**src/rtl/graph_pkg.sv**
```systemverilog
// Shared types and defaults for the graph ID interface.
// Contents: default widths, driver state enum, id_t, ERR_EDGES marker.
package graph_pkg;

  localparam int unsigned DEF_WINSIZE    = 200;
  localparam int unsigned DEF_ID_WIDTH   = 11;
  localparam int unsigned DEF_DATA_WIDTH = 8;

  typedef enum logic [2:0] {
    ST_IDLE,
    ST_ISSUE,
    ST_GAP,
    ST_WAIT_RES,
    ST_HOLD_RES
  } drv_state_e;

  typedef logic [DEF_ID_WIDTH-1:0] id_t;

  // Wide all-ones marker; users truncate to their edge-count width.
  localparam logic [31:0] ERR_EDGES = '1;

endpackage

```
**src/rtl/id_fifo.sv**
```systemverilog
// Synchronous FIFO for host IDs with a registered head word.
// Ports: clk, rst (async, active-high), push/push_data, pop,
//        head (oldest entry), not_full, empty, empty_nxt_c (next-cycle empty).
module id_fifo #(
  parameter int unsigned WIDTH = 11,
  parameter int unsigned DEPTH = 16
) (
  input  logic             clk,
  input  logic             rst,
  input  logic             push,
  input  logic [WIDTH-1:0] push_data,
  input  logic             pop,
  output logic [WIDTH-1:0] head,
  output logic             not_full,
  output logic             empty,
  output logic             empty_nxt_c
);

  localparam int unsigned AW = $clog2(DEPTH);
  localparam int unsigned CW = AW + 1;

  logic [WIDTH-1:0] mem [DEPTH];
  logic [AW-1:0]    wr_ptr;
  logic [AW-1:0]    rd_ptr;
  logic [AW-1:0]    rd_ptr_nxt;
  logic [CW-1:0]    count;
  logic [CW-1:0]    count_nxt;
  logic             do_push;
  logic             do_pop;

  assign do_push    = push && not_full;
  assign do_pop     = pop && !empty;
  assign rd_ptr_nxt = do_pop ? rd_ptr + AW'(1) : rd_ptr;

  // Occupancy tracking.
  always_comb begin
    count_nxt = count;
    if (do_push && !do_pop) begin
      count_nxt = count + CW'(1);
    end else if (!do_push && do_pop) begin
      count_nxt = count - CW'(1);
    end
  end

  assign empty_nxt_c = (count_nxt == '0);

  // Pointers, flags and head register; head forwards push_data when the
  // word being written becomes the new head.
  always_ff @(posedge clk or posedge rst) begin
    if (rst) begin
      wr_ptr   <= '0;
      rd_ptr   <= '0;
      count    <= '0;
      not_full <= 1'b1;
      empty    <= 1'b1;
      head     <= '0;
    end else begin
      if (do_push) begin
        wr_ptr <= wr_ptr + AW'(1);
      end
      rd_ptr   <= rd_ptr_nxt;
      count    <= count_nxt;
      not_full <= (count_nxt != CW'(DEPTH));
      empty    <= empty_nxt_c;
      if (do_push && (wr_ptr == rd_ptr_nxt)) begin
        head <= push_data;
      end else begin
        head <= mem[rd_ptr_nxt];
      end
    end
  end

  // Storage array, not reset.
  always_ff @(posedge clk) begin
    if (do_push) begin
      mem[wr_ptr] <= push_data;
    end
  end

endmodule

```
**src/rtl/id_stream_driver.sv**
```systemverilog
// Paces buffered host IDs onto ID_out/data_rdy, counts WINSIZE issues per
// window, then returns the graph's num_edges over a valid/ready result port.
// Ports: clk, rst (async, active-high); s_id_valid/s_id_ready/s_id_data host
//        input; data_rdy/ID_out to graph; data_vld/num_edges from graph;
//        m_res_valid/m_res_ready/m_res_edges/m_res_win_idx result; busy;
//        err_unexp (sticky); err_timeout (sticky, only with macro).
// Optional macro ID_STREAM_TIMEOUT_EN adds a WAIT_RES watchdog.
module id_stream_driver
  import graph_pkg::*;
#(
  parameter int unsigned WINSIZE        = DEF_WINSIZE,
  parameter int unsigned ID_WIDTH       = DEF_ID_WIDTH,
  parameter int unsigned DATA_WIDTH     = DEF_DATA_WIDTH,
  parameter int unsigned FIFO_DEPTH     = 16,
  parameter int unsigned GAP_CYCLES     = 6,
  parameter int unsigned TIMEOUT_CYCLES = 1024
) (
  input  logic                  clk,
  input  logic                  rst,
  input  logic                  s_id_valid,
  output logic                  s_id_ready,
  input  logic [ID_WIDTH-1:0]   s_id_data,
  output logic                  data_rdy,
  output logic [ID_WIDTH-1:0]   ID_out,
  input  logic                  data_vld,
  input  logic [DATA_WIDTH-1:0] num_edges,
  output logic                  m_res_valid,
  input  logic                  m_res_ready,
  output logic [DATA_WIDTH-1:0] m_res_edges,
  output logic [15:0]           m_res_win_idx,
  output logic                  busy,
  output logic                  err_unexp
`ifdef ID_STREAM_TIMEOUT_EN
  ,
  output logic                  err_timeout
`endif
);

  localparam int unsigned CNT_W = $clog2(WINSIZE) + 1;
  localparam int unsigned GAP_W = $clog2(GAP_CYCLES) + 1;

  drv_state_e            state;
  drv_state_e            state_nxt;
  logic [CNT_W-1:0]      issue_cnt;
  logic [CNT_W-1:0]      issue_cnt_d;
  logic [GAP_W-1:0]      gap_cnt;
  logic [GAP_W-1:0]      gap_cnt_d;
  logic                  data_rdy_d;
  logic [ID_WIDTH-1:0]   id_out_d;
  logic                  res_valid_d;
  logic [DATA_WIDTH-1:0] res_edges_d;
  logic [15:0]           win_idx_d;
  logic                  busy_d;
  logic                  err_unexp_d;
  logic                  fifo_pop;
  logic [ID_WIDTH-1:0]   fifo_head;
  logic                  fifo_empty;
  logic                  fifo_empty_nxt;
  logic                  res_accept;
  logic                  timeout_hit;

`ifdef ID_STREAM_TIMEOUT_EN
  localparam int unsigned TO_W = $clog2(TIMEOUT_CYCLES) + 1;
  logic [TO_W-1:0] wd_cnt;
  logic [TO_W-1:0] wd_cnt_d;
  logic            err_timeout_d;
  assign timeout_hit = (state == ST_WAIT_RES) && !data_vld &&
                       (wd_cnt == TO_W'(TIMEOUT_CYCLES - 1));
`else
  assign timeout_hit = 1'b0;
`endif

  assign res_accept = (state == ST_HOLD_RES) && m_res_valid && m_res_ready;

  id_fifo #(
    .WIDTH (ID_WIDTH),
    .DEPTH (FIFO_DEPTH)
  ) u_fifo (
    .clk         (clk),
    .rst         (rst),
    .push        (s_id_valid),
    .push_data   (s_id_data),
    .pop         (fifo_pop),
    .head        (fifo_head),
    .not_full    (s_id_ready),
    .empty       (fifo_empty),
    .empty_nxt_c (fifo_empty_nxt)
  );

  // State register.
  always_ff @(posedge clk or posedge rst) begin
    if (rst) begin
      state <= ST_IDLE;
    end else begin
      state <= state_nxt;
    end
  end

  // Next-state logic.
  always_comb begin
    state_nxt = state;
    unique case (state)
      ST_IDLE: begin
        if (!fifo_empty && (gap_cnt == '0)) state_nxt = ST_ISSUE;
      end
      ST_ISSUE: state_nxt = ST_GAP;
      ST_GAP: begin
        if (gap_cnt == '0) begin
          if (issue_cnt == CNT_W'(WINSIZE)) state_nxt = ST_WAIT_RES;
          else if (!fifo_empty)             state_nxt = ST_ISSUE;
          else                              state_nxt = ST_IDLE;
        end
      end
      ST_WAIT_RES: begin
        if (data_vld || timeout_hit) state_nxt = ST_HOLD_RES;
      end
      ST_HOLD_RES: begin
        if (res_accept) state_nxt = ST_IDLE;
      end
      default: state_nxt = ST_IDLE;
    endcase
  end

  // Output / datapath next values. Issue actions are registered on the edge
  // entering ISSUE so data_rdy, ID_out and the gap load line up with it.
  always_comb begin
    fifo_pop    = 1'b0;
    data_rdy_d  = 1'b0;
    id_out_d    = ID_out;
    issue_cnt_d = issue_cnt;
    gap_cnt_d   = (gap_cnt != '0) ? gap_cnt - GAP_W'(1) : gap_cnt;
    res_valid_d = m_res_valid;
    res_edges_d = m_res_edges;
    win_idx_d   = m_res_win_idx;
    err_unexp_d = err_unexp | (data_vld && (state != ST_WAIT_RES));
`ifdef ID_STREAM_TIMEOUT_EN
    wd_cnt_d      = (state == ST_WAIT_RES) ? wd_cnt + TO_W'(1) : '0;
    err_timeout_d = err_timeout | timeout_hit;
`endif

    if (state_nxt == ST_ISSUE) begin
      fifo_pop    = 1'b1;
      data_rdy_d  = 1'b1;
      id_out_d    = fifo_head;
      issue_cnt_d = issue_cnt + CNT_W'(1);
      gap_cnt_d   = GAP_W'(GAP_CYCLES - 1);
    end

    if ((state == ST_WAIT_RES) && data_vld) begin
      res_valid_d = 1'b1;
      res_edges_d = num_edges;
      issue_cnt_d = '0;
    end else if (timeout_hit) begin
      res_valid_d = 1'b1;
      res_edges_d = DATA_WIDTH'(ERR_EDGES);
      issue_cnt_d = '0;
    end

    if (res_accept) begin
      res_valid_d = 1'b0;
      win_idx_d   = m_res_win_idx + 16'd1;
      gap_cnt_d   = GAP_W'(GAP_CYCLES - 1);
    end

    busy_d = !((state_nxt == ST_IDLE) && fifo_empty_nxt);
  end

  // Registered outputs and counters.
  always_ff @(posedge clk or posedge rst) begin
    if (rst) begin
      data_rdy      <= 1'b0;
      ID_out        <= '0;
      issue_cnt     <= '0;
      gap_cnt       <= '0;
      m_res_valid   <= 1'b0;
      m_res_edges   <= '0;
      m_res_win_idx <= '0;
      busy          <= 1'b0;
      err_unexp     <= 1'b0;
    end else begin
      data_rdy      <= data_rdy_d;
      ID_out        <= id_out_d;
      issue_cnt     <= issue_cnt_d;
      gap_cnt       <= gap_cnt_d;
      m_res_valid   <= res_valid_d;
      m_res_edges   <= res_edges_d;
      m_res_win_idx <= win_idx_d;
      busy          <= busy_d;
      err_unexp     <= err_unexp_d;
    end
  end

`ifdef ID_STREAM_TIMEOUT_EN
  // Watchdog counter and sticky timeout flag.
  always_ff @(posedge clk or posedge rst) begin
    if (rst) begin
      wd_cnt      <= '0;
      err_timeout <= 1'b0;
    end else begin
      wd_cnt      <= wd_cnt_d;
      err_timeout <= err_timeout_d;
    end
  end
`endif

endmodule

```
**config.mk**
```make
export PLATFORM = sky130hd
export DESIGN_NAME = id_stream_driver
export DESIGN_NICKNAME = d
export VERILOG_FILES = /design/src/rtl/graph_pkg.sv /design/src/rtl/id_fifo.sv /design/src/rtl/id_stream_driver.sv
export SDC_FILE = /design/constraint.sdc
export NUM_CORES = 1
export LEC_CHECK = 0
export BUFFER_PORTS_ARGS = -buffer_cell sky130_fd_sc_hd__buf_2
export CORE_MARGIN = 2
export CORE_UTILIZATION = 37
export CTS_CLUSTER_DIAMETER = 80
export DETAILED_ROUTE_END_ITERATION = 7
export HOLD_SLACK_MARGIN = 0.1
export PLACE_DENSITY = 0.61
export SLEW_MARGIN = 20
export SYNTH_ARGS = -nofsm -noshare
export SYNTH_HDL_FRONTEND = slang
export SYNTH_SLANG_ARGS = --single-unit
```
**constraint.sdc**
```tcl
create_clock -name clk -period 3.3 [get_ports clk]
set_clock_uncertainty 0.1 [all_clocks]
set_input_delay 0.495 -clock clk [delete_from_list [all_inputs] [get_ports clk]]
set_output_delay 0.495 -clock clk [all_outputs]
set_load 0.05 [all_outputs]
```
==> flow_metrics.py, run 1 <==
metrics = {
    "sta": {
        "worst_pin_slew_ns": 0.639,
        "min_period_over_period": 0.969,
        "maxSlewViolCount": 0,
        "clock.fmax_mhz": 313,
        "tns_ns": 0,
        "hold_viol": 0,
        "slew_headroom": 0.568,
        "period_minus_slack_ns": 3.20,
        "setup_viol": 0,
    },
    "detailed_routing": {
        "drt_pass1_iterations": 4,
        "finalWirelength_um": 25800,
        "drt-vias-per-instance": 5.24,
        "avgRoutedWirePerCell_um": 18.4,
        "drc_errors": 0,
        "vias": 7342,
        "ant_nets": 0,
        "first_iter_violations": 534,
    },
    "layout": {
        "ff_latch_area_um2": 7310,
        "final_cell_mix": "edfxtp_1 (176), nand3_1 (104), inv_1 (100)",
        "area.growth.synth_to_final_pct": 18.5,
        "final_common_cell": "edfxtp_1",
        "nFillCells": 2765,
        "fin_nets": 1027,
        "layout-drive-gt1-share": 0.187,
        "fin_area_um2": 13200,
        "antenna_cells": 0,
        "multi_input_area_um2": 3200,
    },
    "critical_path": {
        "arrival_ns": 3.51,
        "rrSetupSlack_ns": 0.10,
        "r2r-start": "gap_cnt[1]",
        "slowest_delay_ns": 0.39,
        "critPathTopFamily": "simple AND/OR/NAND/NOR gates",
        "slowest_stage": "dfrtp_1",
        "rr_worst_depth": 13,
        "r2r-end": "u_fifo.head[6]",
        "cp-start-kind": "flip-flop",
        "crit_path_end_kind": "flip-flop",
        "crit_type": "flip-flop to flip-flop",
        "critPathBufInv": 4,
        "crit_required_ns": 3.61,
        "cp_cell_sequence": "inv_1 -> ha_1 -> or3b_4 -> nand2b_1 -> o22a_4 -> inv_4 -> buf_4 -> nand3_4 -> buf_12 -> nand3_1 -> o211ai_1 -> and4_1 -> a221o_1",
        "path_max_fanout": 87,
    },
    "floorplanning": {
        "die-width_um": 177,
        "initial_core_util": 0.375,
        "die_h_um": 177,
        "dieArea_um2": 31400,
        "core_um2": 29600,
        "io_pins": 64,
        "rows": 63,
    },
    "yosys": {
        "yosysWarnings": 0,
        "ys_ff_latch": 257,
        "netlist.top_cell.by_area": "edfxtp_1",
        "synth_cell_type_count": 57,
        "synth_top_area_share": 0.476,
        "yosys-top-cells-area": "edfxtp_1 (48%), dfrtp_1 (18%), o211ai_1 (6.0%)",
        "synth-edff-count": 176,
        "ys.flop_type": "edfxtp_1",
        "synth_nets": 926,
        "syn_area_um2": 11100,
        "ys_seq_area_frac": 0.658,
        "synthArstFlopShare": 0.315,
        "synthCells": 891,
        "avgSynthCellArea_um2": 12.5,
    },
    "cts": {
        "cts_made_buffers": 27,
        "htree_num_levels": 1,
        "clock_latency_ns": 0.54,
        "cts_tree": "built",
        "cts_buffer_depth": 3,
        "cts_root_buf": "clkbuf_16",
        "cts_sinks": 257,
        "clk_pin_slew_ns": 0.06,
    },
    "global_routing": {
        "grt_pass1_vias": 7266,
        "antenna_found_initial": 0,
        "grt_start_max_net_pins": 88,
        "gr-total-overflow": 0,
        "grt_pass1_wl_um": 40600,
        "top_usage_layer": "met2",
        "met1_usage": 0.232,
        "grtUsageTotal": 0.165,
        "use_met2": 0.270,
        "met3_usage": 0.0238,
    },
    "min_path": {
        "worstHoldStart": "num_edges[4]",
        "hold-path-endpoint": "m_res_edges[4]",
        "hold_class": "primary input to flip-flop",
        "hold_depth": 2,
    },
    "placement": {
        "place_congestion": 0.786,
        "numPortBuffers": 63,
        "placed_area_um2": 12100,
        "dp_hpwl_um": 15400,
    },
    "power": {
        "p_seq_frac": 0.354,
        "p_sw_mw": 4.77,
        "ir_worst_vdd_v": 0.000583,
        "p_sw_frac": 0.384,
        "power.leakage_nw": 5.32,
        "cell_internal_pwr_mw": 7.64,
        "power.total_mw": 12.4,
        "power_frac_clock": 0.224,
        "pwr-share-comb": 0.421,
        "p_per_area_nw_per_um2": 943,
    },
    "job": {
        "maxCapViolCount": 0,
    },
    "outcome": {
        "run_status": "finished, final reports clean",
    },
}
power by group through the flow:
| stage | Combinational, mW | Clock (mW) | Sequential (mW) |
|---|---|---|---|
| 6_report | 5.23 | 2.79 | 4.40 |
| 5_1_grt | 5.68 | 2.97 | 4.46 |
| 4_1_cts | 5.02 | 2.84 | 4.39 |
| 3_5_place_dp | 4.88 | 0 | 4.45 |
| 3_3_place_gp | 4.80 | 0 | 4.44 |
| 2_1_floorplan | 2.99 | 0 | 4.80 |
layout make-up:
type / instances / share of cell area
Tap cell: 390 / 0.0371
Clock inverter: 13 / 0.00713
Sequential cell: 257 / 0.556
Multi-Input combinational cell: 477 / 0.243
Timing Repair Buffer: 127 / 0.0743
Inverter: 102 / 0.0294
Clock buffer: 35 / 0.0536
logic make-up (layout without fill, tap and decap cells):
logic type / after synthesis / after routing / synth area share
AO/OA/AOI/OAI: 141 / 141 / 0.0997
XOR/XNOR: 37 / 37 / 0.0292
adder cells (fa/ha/maj): 11 / 11 / 0.0124
buffers and inverters: 157 / 277 / 0.0594
flip-flops: 257 / 257 / 0.658
multiplexers: 11 / 11 / 0.0110
AND/OR/NAND/NOR: 277 / 277 / 0.130
flip-flops by register name (all words and copies together), names as in the netlist:
signal and cells:
u_fifo.count 5, data_rdy 1, m_res_valid 1, u_fifo.wr_ptr 4, busy 1, u_fifo.rd_ptr 4
gap_cnt 4, u_fifo.not_full 1, state 3, m_res_edges 8, u_fifo.empty 1, issue_cnt 9
err_unexp 1, m_res_win_idx 16, u_fifo.head 11, ID_out 11, u_fifo.mem 176
layer usage:
layer / wire, um / vias up
li1: - / 3450
met1: 11800 / 3651
met2: 12000 / 202
met3: 1410 / 39
met4: 573 / 0
met5: 0 / -
synth_stat cells, drive strengths merged (8+ instances only):
cell and number:
a21oi 8, a221o 11, and3 14, and4 22, buf 25, clkbuf 30
dfrtp 79, edfxtp 176, ha 11, inv 101, mux2 10, nand2 66
nand3 105, nor2 33, nor3 11, o211ai 89, o21ai 11, xnor2 22
xor2 15
worst max path at each step:
stage	from	end	slack, ns	cells after the start
after floorplan	gap_cnt[0]	u_fifo.head[9]	0.18	14
after global placement	gap_cnt[0]	u_fifo.head[4]	0.05	12
after detailed placement	gap_cnt[0]	u_fifo.head[4]	-0.02	12
after CTS	gap_cnt[0]	u_fifo.head[4]	0.03	12
after global routing	gap_cnt[1]	u_fifo.head[1]	-0.01	14
final	gap_cnt[1]	u_fifo.head[6]	0.10	13
repair_timing:
| item | in CTS | in global routing |
|---|---|---|
| setup endpoints to repair | 2 | 13 |
| hold endpoints to repair | 26 | 0 |
| cloned | 1 | 1 |
| pin swaps | 1 | 6 |
| setup buffers | 1 | 4 |
| hold buffers | 8 | 0 |
| gates resized for setup | 3 | 10 |
through the flow:
stage          hold WS, ns   util  setup WS [ns]  cells
5_1_grt              0.115  0.444        -0.0110   1401
4_1_cts              0.104  0.441         0.0250   1396
3_5_place_dp         0.345  0.410        -0.0201   1338
3_3_place_gp         0.339  0.410         0.0472   1338
6_report             0.123  0.444          0.101   1401
2_1_floorplan        0.314      -          0.179    891
Power figures use the tool's default switching activity.
==> run 2: changes to the inputs <==
--- a/config.mk
+++ b/config.mk
@@ -5,6 +5,7 @@
 export SDC_FILE = /design/constraint.sdc
 export NUM_CORES = 1
 export LEC_CHECK = 0
+export ABC_AREA = 1
 export BUFFER_PORTS_ARGS = -buffer_cell sky130_fd_sc_hd__buf_2
 export CORE_MARGIN = 2
 export CORE_UTILIZATION = 37
==> run 2 against run 1 <==
Total power increased by 2.8%. Worst hold slack improved by 0.010 ns. Synthesized cell count increased by 28%.
==> flow_metrics.py, run 2 <==
metrics = {
    "outcome": {
        "run_status": "finished, final reports clean",
    },
    "detailed_routing": {
        "vias": 8031,
        "finalWirelength_um": 26400,
        "avgRoutedWirePerCell_um": 16.1,
        "drt-vias-per-instance": 4.90,
        "drc_errors": 0,
        "ant_nets": 0,
        "drt_pass1_iterations": 5,
        "first_iter_violations": 650,
    },
    "yosys": {
        "synth.most_common_cell": "nand2_1",
        "synth-edff-count": 176,
        "synthArstFlopShare": 0.315,
        "syn_area_um2": 11600,
        "synth_cell_type_count": 44,
        "ys.flop_type": "edfxtp_1",
        "avgSynthCellArea_um2": 10.2,
        "ys_seq_area_frac": 0.629,
        "synth_nets": 1178,
        "yosysWarnings": 0,
        "synthCells": 1143,
        "synth_top_area_share": 0.455,
        "yosys-top-cells-area": "edfxtp_1 (45%), dfrtp_1 (17%), nand3_1 (9.3%)",
        "ys_ff_latch": 257,
        "synth_common_cells": "nand2_1 (234), nand3_1 (216), edfxtp_1 (176), inv_1 (171), dfrtp_1 (79)",
        "netlist.top_cell.by_area": "edfxtp_1",
    },
    "layout": {
        "area.growth.synth_to_final_pct": 15.2,
        "fin_area_um2": 13400,
        "antenna_cells": 0,
        "final_common_cell": "nand2_1",
        "regMostFlops": "u_fifo.mem",
        "layout-drive-gt1-share": 0.135,
        "final_util": 0.435,
        "nFillCells": 2932,
        "reg_top3": "u_fifo.mem: 176 flops, m_res_win_idx: 16 flops",
        "largest_reg_flops": 176,
        "ff_latch_area_um2": 7310,
        "final_cell_mix": "nand2_1 (234), nand3_1 (216), edfxtp_1 (176)",
        "multi_input_area_um2": 3390,
        "fin_nets": 1256,
    },
    "critical_path": {
        "r2r-start": "gap_cnt[0]",
        "slowest_stage": "o21ai_2",
        "crit_path_end_kind": "flip-flop",
        "critPathBufInv": 3,
        "arrival_ns": 3.22,
        "cp_common_cell": "nand2_1",
        "rrSetupSlack_ns": 0.39,
        "cp-start-kind": "flip-flop",
        "cp-startpoint": "gap_cnt[0]",
        "crit_type": "flip-flop to flip-flop",
        "cp.depth": 14,
        "path_max_fanout": 13,
        "r2r-end": "u_fifo.head[5]",
        "slowest_delay_ns": 0.51,
        "rr_worst_depth": 14,
        "critPathTopFamily": "compound AO/OA/AOI/OAI gates",
        "crit_required_ns": 3.61,
        "cp_cell_sequence": "inv_1 -> ha_1 -> nand2_1 -> nor2_2 -> o21ai_1 -> nor2_4 -> nand2_4 -> inv_4 -> o21ai_2 -> inv_2 -> a21oi_2 -> nand3_2 -> nand2_1 -> nand2_1",
    },
    "floorplanning": {
        "io_pins": 64,
        "initial_core_util": 0.378,
        "rows": 64,
        "die_h_um": 181,
        "die-width_um": 181,
        "dieArea_um2": 32800,
        "core_um2": 30700,
    },
    "cts": {
        "cts_buffer_depth": 3,
        "cts_tree": "built",
        "cts-resized-gates": 0,
        "clock_latency_ns": 0.53,
        "cts_root_buf": "clkbuf_16",
        "clk_pin_slew_ns": 0.06,
        "cts_hold_buffers": 9,
        "cts_sinks": 257,
        "post_cts_buffers": 0,
        "cts_made_buffers": 29,
        "htree_num_levels": 1,
    },
    "sta": {
        "slew_headroom": 0.270,
        "min_period_over_period": 0.881,
        "tns_ns": 0,
        "setup_viol": 0,
        "hold_viol": 0,
        "setup_slack_ns": 0.394,
        "worst_pin_slew_ns": 1.09,
        "clock.fmax_mhz": 344,
        "maxSlewViolCount": 0,
        "rsz0062_at_grt": "false",
        "period_minus_slack_ns": 2.91,
    },
    "placement": {
        "dp_hpwl_um": 17000,
        "place_congestion": 0.832,
        "placed_area_um2": 12400,
        "numPortBuffers": 63,
        "placement.setup.worst_slack_ns": 0.389,
    },
    "min_path": {
        "worstHoldStart": "data_vld",
        "hold_depth": 2,
        "hold_class": "primary input to flip-flop",
        "hold-path-endpoint": "err_unexp",
    },
    "global_routing": {
        "grt_pass1_wl_um": 42600,
        "grt_pass1_vias": 7811,
        "grt_start_max_net_pins": 89,
        "antenna_found_initial": 0,
        "gr-total-overflow": 0,
        "grtUsageTotal": 0.161,
    },
    "power": {
        "ir_worst_vdd_v": 0.000544,
        "p_per_area_nw_per_um2": 954,
        "power.leakage_nw": 5.90,
    },
    "job": {
        "maxCapViolCount": 0,
    },
}
## run 2: worst max-delay path by stage
stage                     endpoint  slack (ns)
floorplan                ID_out[0]        0.63
global placement    u_fifo.head[1]        0.48
detailed placement  u_fifo.head[5]        0.39
CTS                 u_fifo.head[5]        0.38
global route        u_fifo.head[6]        0.12
finish              u_fifo.head[5]        0.39
## run 2: metrics by stage
stage	hold WS [ns]	cells	power, mW
2_1_floorplan	0.318	1143	8.34
3_3_place_gp	0.333	1577	9.71
3_5_place_dp	0.355	1577	9.82
4_1_cts	0.115	1638	12.8
5_1_grt	0.134	1638	13.7
6_report	0.133	1638	12.8
## run 2: final cells by class
type,instances,share of cell area
clock inverter,7,0.00458
timing repair buffer,98,0.0468
clock buffer,45,0.0610
multi-input combinational,656,0.254
tap,396,0.0370
sequential,257,0.547
inverter,179,0.0505
## run 2: where the power goes
group | switching [mW] | leakage, nW | internal (mW)
sequential | 0.309 | 2.59 | 4.04
clock | 1.22 | 0.426 | 1.76
combinational | 3.83 | 2.88 | 1.60
## run 2: logic make-up (layout without fill, tap and decap cells)
family	after synthesis	in the layout	synth area share
and+or+nand+nor	589	589	0.242
DFF	257	257	0.629
buffers and inverters	230	329	0.0802
AOI/OAI and AO/OA	30	30	0.0164
xor gates and xnor gates	26	26	0.0196
adders and majority gates	11	11	0.0118
## run 2: routing by layer
| metal | vias up | track usage | part of all wire |
|---|---|---|---|
| li1 | 3934 | - | - |
| met1 | 3817 | 0.235 | 0.47 |
| met2 | 244 | 0.254 | 0.45 |
| met3 | 36 | 0.0214 | 0.059 |
| met4 | 0 | 0.0410 | 0.021 |
| met5 | - | 0 | 0 |
==> run 3: changes to the inputs <==
--- a/config.mk
+++ b/config.mk
@@ -12,7 +12,7 @@
 export CTS_CLUSTER_DIAMETER = 80
 export DETAILED_ROUTE_END_ITERATION = 7
 export HOLD_SLACK_MARGIN = 0.1
-export PLACE_DENSITY = 0.61
+export PLACE_DENSITY = 0.59
 export SLEW_MARGIN = 20
 export SYNTH_ARGS = -nofsm -noshare
 export SYNTH_HDL_FRONTEND = slang
==> constraint.sdc (replaced) <==
create_clock -name clk -period 3.13 [get_ports clk]
set_clock_uncertainty 0.1 [all_clocks]
set_input_delay 0.4695 -clock clk [delete_from_list [all_inputs] [get_ports clk]]
set_output_delay 0.4695 -clock clk [all_outputs]
set_load 0.05 [all_outputs]
==> run 3 against run 2 <==
Core utilization rose by 0.057 points. Clock power rose by 6.7%. Wire length increased by 1.5%. Sequential share of layout area decreased by 0.071 points. Cell count is 0.24% lower. Flip-flop and latch count unchanged. Combinational power rose by 7.2%. Highest routed layer unchanged.
==> flow_metrics.py, run 3 (synthesis gave the netlist of run 2 again) <==
metrics = {
    "power": {
        "power.leakage_nw": 5.90,
        "cell_internal_pwr_mw": 7.91,
        "ir_worst_vdd_v": 0.000614,
        "pwr-share-comb": 0.428,
        "p_per_area_nw_per_um2": 1010,
        "power_frac_clock": 0.234,
        "p_seq_frac": 0.338,
        "p_sw_mw": 5.68,
        "p_sw_frac": 0.418,
        "power.total_mw": 13.6,
    },
    "min_path": {
        "hold_class": "primary input to flip-flop",
    },
    "layout": {
        "fin_area_um2": 13400,
        "antenna_cells": 0,
        "reg_top3": "u_fifo.mem: 176 flops, m_res_win_idx: 16 flops",
        "largest_reg_flops": 176,
        "final_common_cell": "nand2_1",
        "final_util": 0.436,
        "area.growth.synth_to_final_pct": 15.3,
        "final_cell_mix": "nand2_1 (234), nand3_1 (216), edfxtp_1 (176)",
        "layout-drive-gt1-share": 0.129,
        "multi_input_area_um2": 3390,
        "regMostFlops": "u_fifo.mem",
        "nFillCells": 2954,
        "ff_latch_area_um2": 7310,
        "fin_nets": 1251,
        "layoutNonFillerInstCount": 1634,
    },
    "job": {
        "maxCapViolCount": 0,
    },
    "global_routing": {
        "antenna_found_initial": 0,
        "grt_start_max_net_pins": 89,
        "grt_pass1_vias": 7807,
        "met1_usage": 0.243,
        "use_met2": 0.257,
        "met3_usage": 0.0246,
        "grtUsageTotal": 0.164,
        "grt_pass1_wl_um": 43500,
        "top_usage_layer": "met2",
        "gr-total-overflow": 0,
    },
    "sta": {
        "min_period_over_period": 0.901,
        "setup_slack_ns": 0.309,
        "clock.fmax_mhz": 354,
        "worst_pin_slew_ns": 1.05,
        "tns_ns": 0,
        "maxSlewViolCount": 0,
        "setup_viol": 0,
        "rsz0062_at_grt": "false",
        "hold_viol": 0,
        "whs_ns": 0.179,
        "period_minus_slack_ns": 2.82,
        "slew_headroom": 0.296,
    },
    "critical_path": {
        "slowest_stage": "dfrtp_1",
        "cp_cell_sequence": "inv_1 -> ha_1 -> nand2_1 -> nor2_2 -> o21ai_1 -> nor2_4 -> nand2_4 -> inv_4 -> nand2_4 -> nand2_4 -> o22ai_1 -> nor2_2 -> nand3_2 -> nand2_1 -> nand2_1",
        "crit_required_ns": 3.44,
        "arrival_ns": 3.14,
        "crit_type": "flip-flop to flip-flop",
        "cp-start-kind": "flip-flop",
        "slowest_delay_ns": 0.36,
        "path_max_fanout": 21,
        "critPathBufInv": 2,
        "crit_path_end_kind": "flip-flop",
        "critPathTopFamily": "simple AND/OR/NAND/NOR gates",
    },
    "cts": {
        "cts-resized-gates": 0,
        "cts_buffer_depth": 3,
        "clock_latency_ns": 0.53,
        "cts_tree": "built",
        "clk_pin_slew_ns": 0.06,
        "cts_sinks": 257,
        "htree_num_levels": 1,
        "cts_made_buffers": 28,
        "cts_root_buf": "clkbuf_16",
    },
    "placement": {
        "numPortBuffers": 63,
        "dpl.cell_count": 1572,
        "place_congestion": 0.798,
        "placed_area_um2": 12400,
        "dp_hpwl_um": 16800,
        "placement.setup.worst_slack_ns": 0.332,
    },
    "floorplanning": {
        "rows": 64,
        "initial_core_util": 0.378,
        "dieArea_um2": 32800,
        "core_um2": 30700,
        "die_h_um": 181,
        "die-width_um": 181,
        "io_pins": 64,
    },
    "detailed_routing": {
        "drt-vias-per-instance": 4.97,
        "ant_nets": 0,
        "first_iter_violations": 680,
        "avgRoutedWirePerCell_um": 16.4,
        "drt_pass1_iterations": 5,
        "finalWirelength_um": 26800,
        "drc_errors": 0,
        "vias": 8115,
    },
    "outcome": {
        "run_status": "finished, final reports clean",
    },
}
==> run 3: changes by cell type in the layout (fill, tap and decap cells not counted), sizes merged <==
cell         delta
inv             -2
buf             -5
clkinv          -1
dlygate4sd3     +1
clkbuf          +3
==> run 3: per-layer routing <==
metal | routed length, um | vias to the layer above
li1 | - | 3931
met1 | 12600 | 3883
met2 | 12000 | 261
met3 | 1810 | 40
met4 | 419 | 0
met5 | 0 | -
==> run 3: tightest hold or removal path, cell delays in order <==
cell     delay, ns
buf_2         0.10
nand2_1       0.12
xor2_1        0.08
==> run 3: cell type report <==
class	count	area share
inverters	179	0.0504
well taps	396	0.0370
repair buffers	94	0.0474
flip-flops and latches	257	0.546
clock buffers	48	0.0633
clock inverters	4	0.00327
multi-input cells	656	0.253
==> run 3: repair_timing <==
item	in CTS	in global routing
hold buffers	10	0
setup endpoints to repair	0	0
buffers inserted	0	0
hold endpoints to repair	88	0
==> run 3: path summary, 6_finish.rpt <==
kind,startpoint,to,slack (ns),cells past startpoint
hold reg to reg,err_unexp,err_unexp,0.36,1
min in group asynchronous,rst,m_res_win_idx[12],0.47,4
setup / recovery,gap_cnt[0],u_fifo.head[4],0.31,15
max in group asynchronous,rst,u_fifo.not_full,2.07,4
setup reg to reg,gap_cnt[0],u_fifo.head[4],0.31,15
hold / removal,s_id_valid,u_fifo.wr_ptr[0],0.18,3
==> run 3: power by group through the flow <==
| stage | sequential (mW) | clock (mW) | combinational, mW |
|---|---|---|---|
| detailed placement | 4.65 | 0 | 5.79 |
| floorplan | 5.02 | 0 | 3.77 |
| finish | 4.59 | 3.18 | 5.82 |
| global route | 4.65 | 3.39 | 6.48 |
| global placement | 4.65 | 0 | 5.75 |
| CTS | 4.59 | 3.24 | 5.84 |
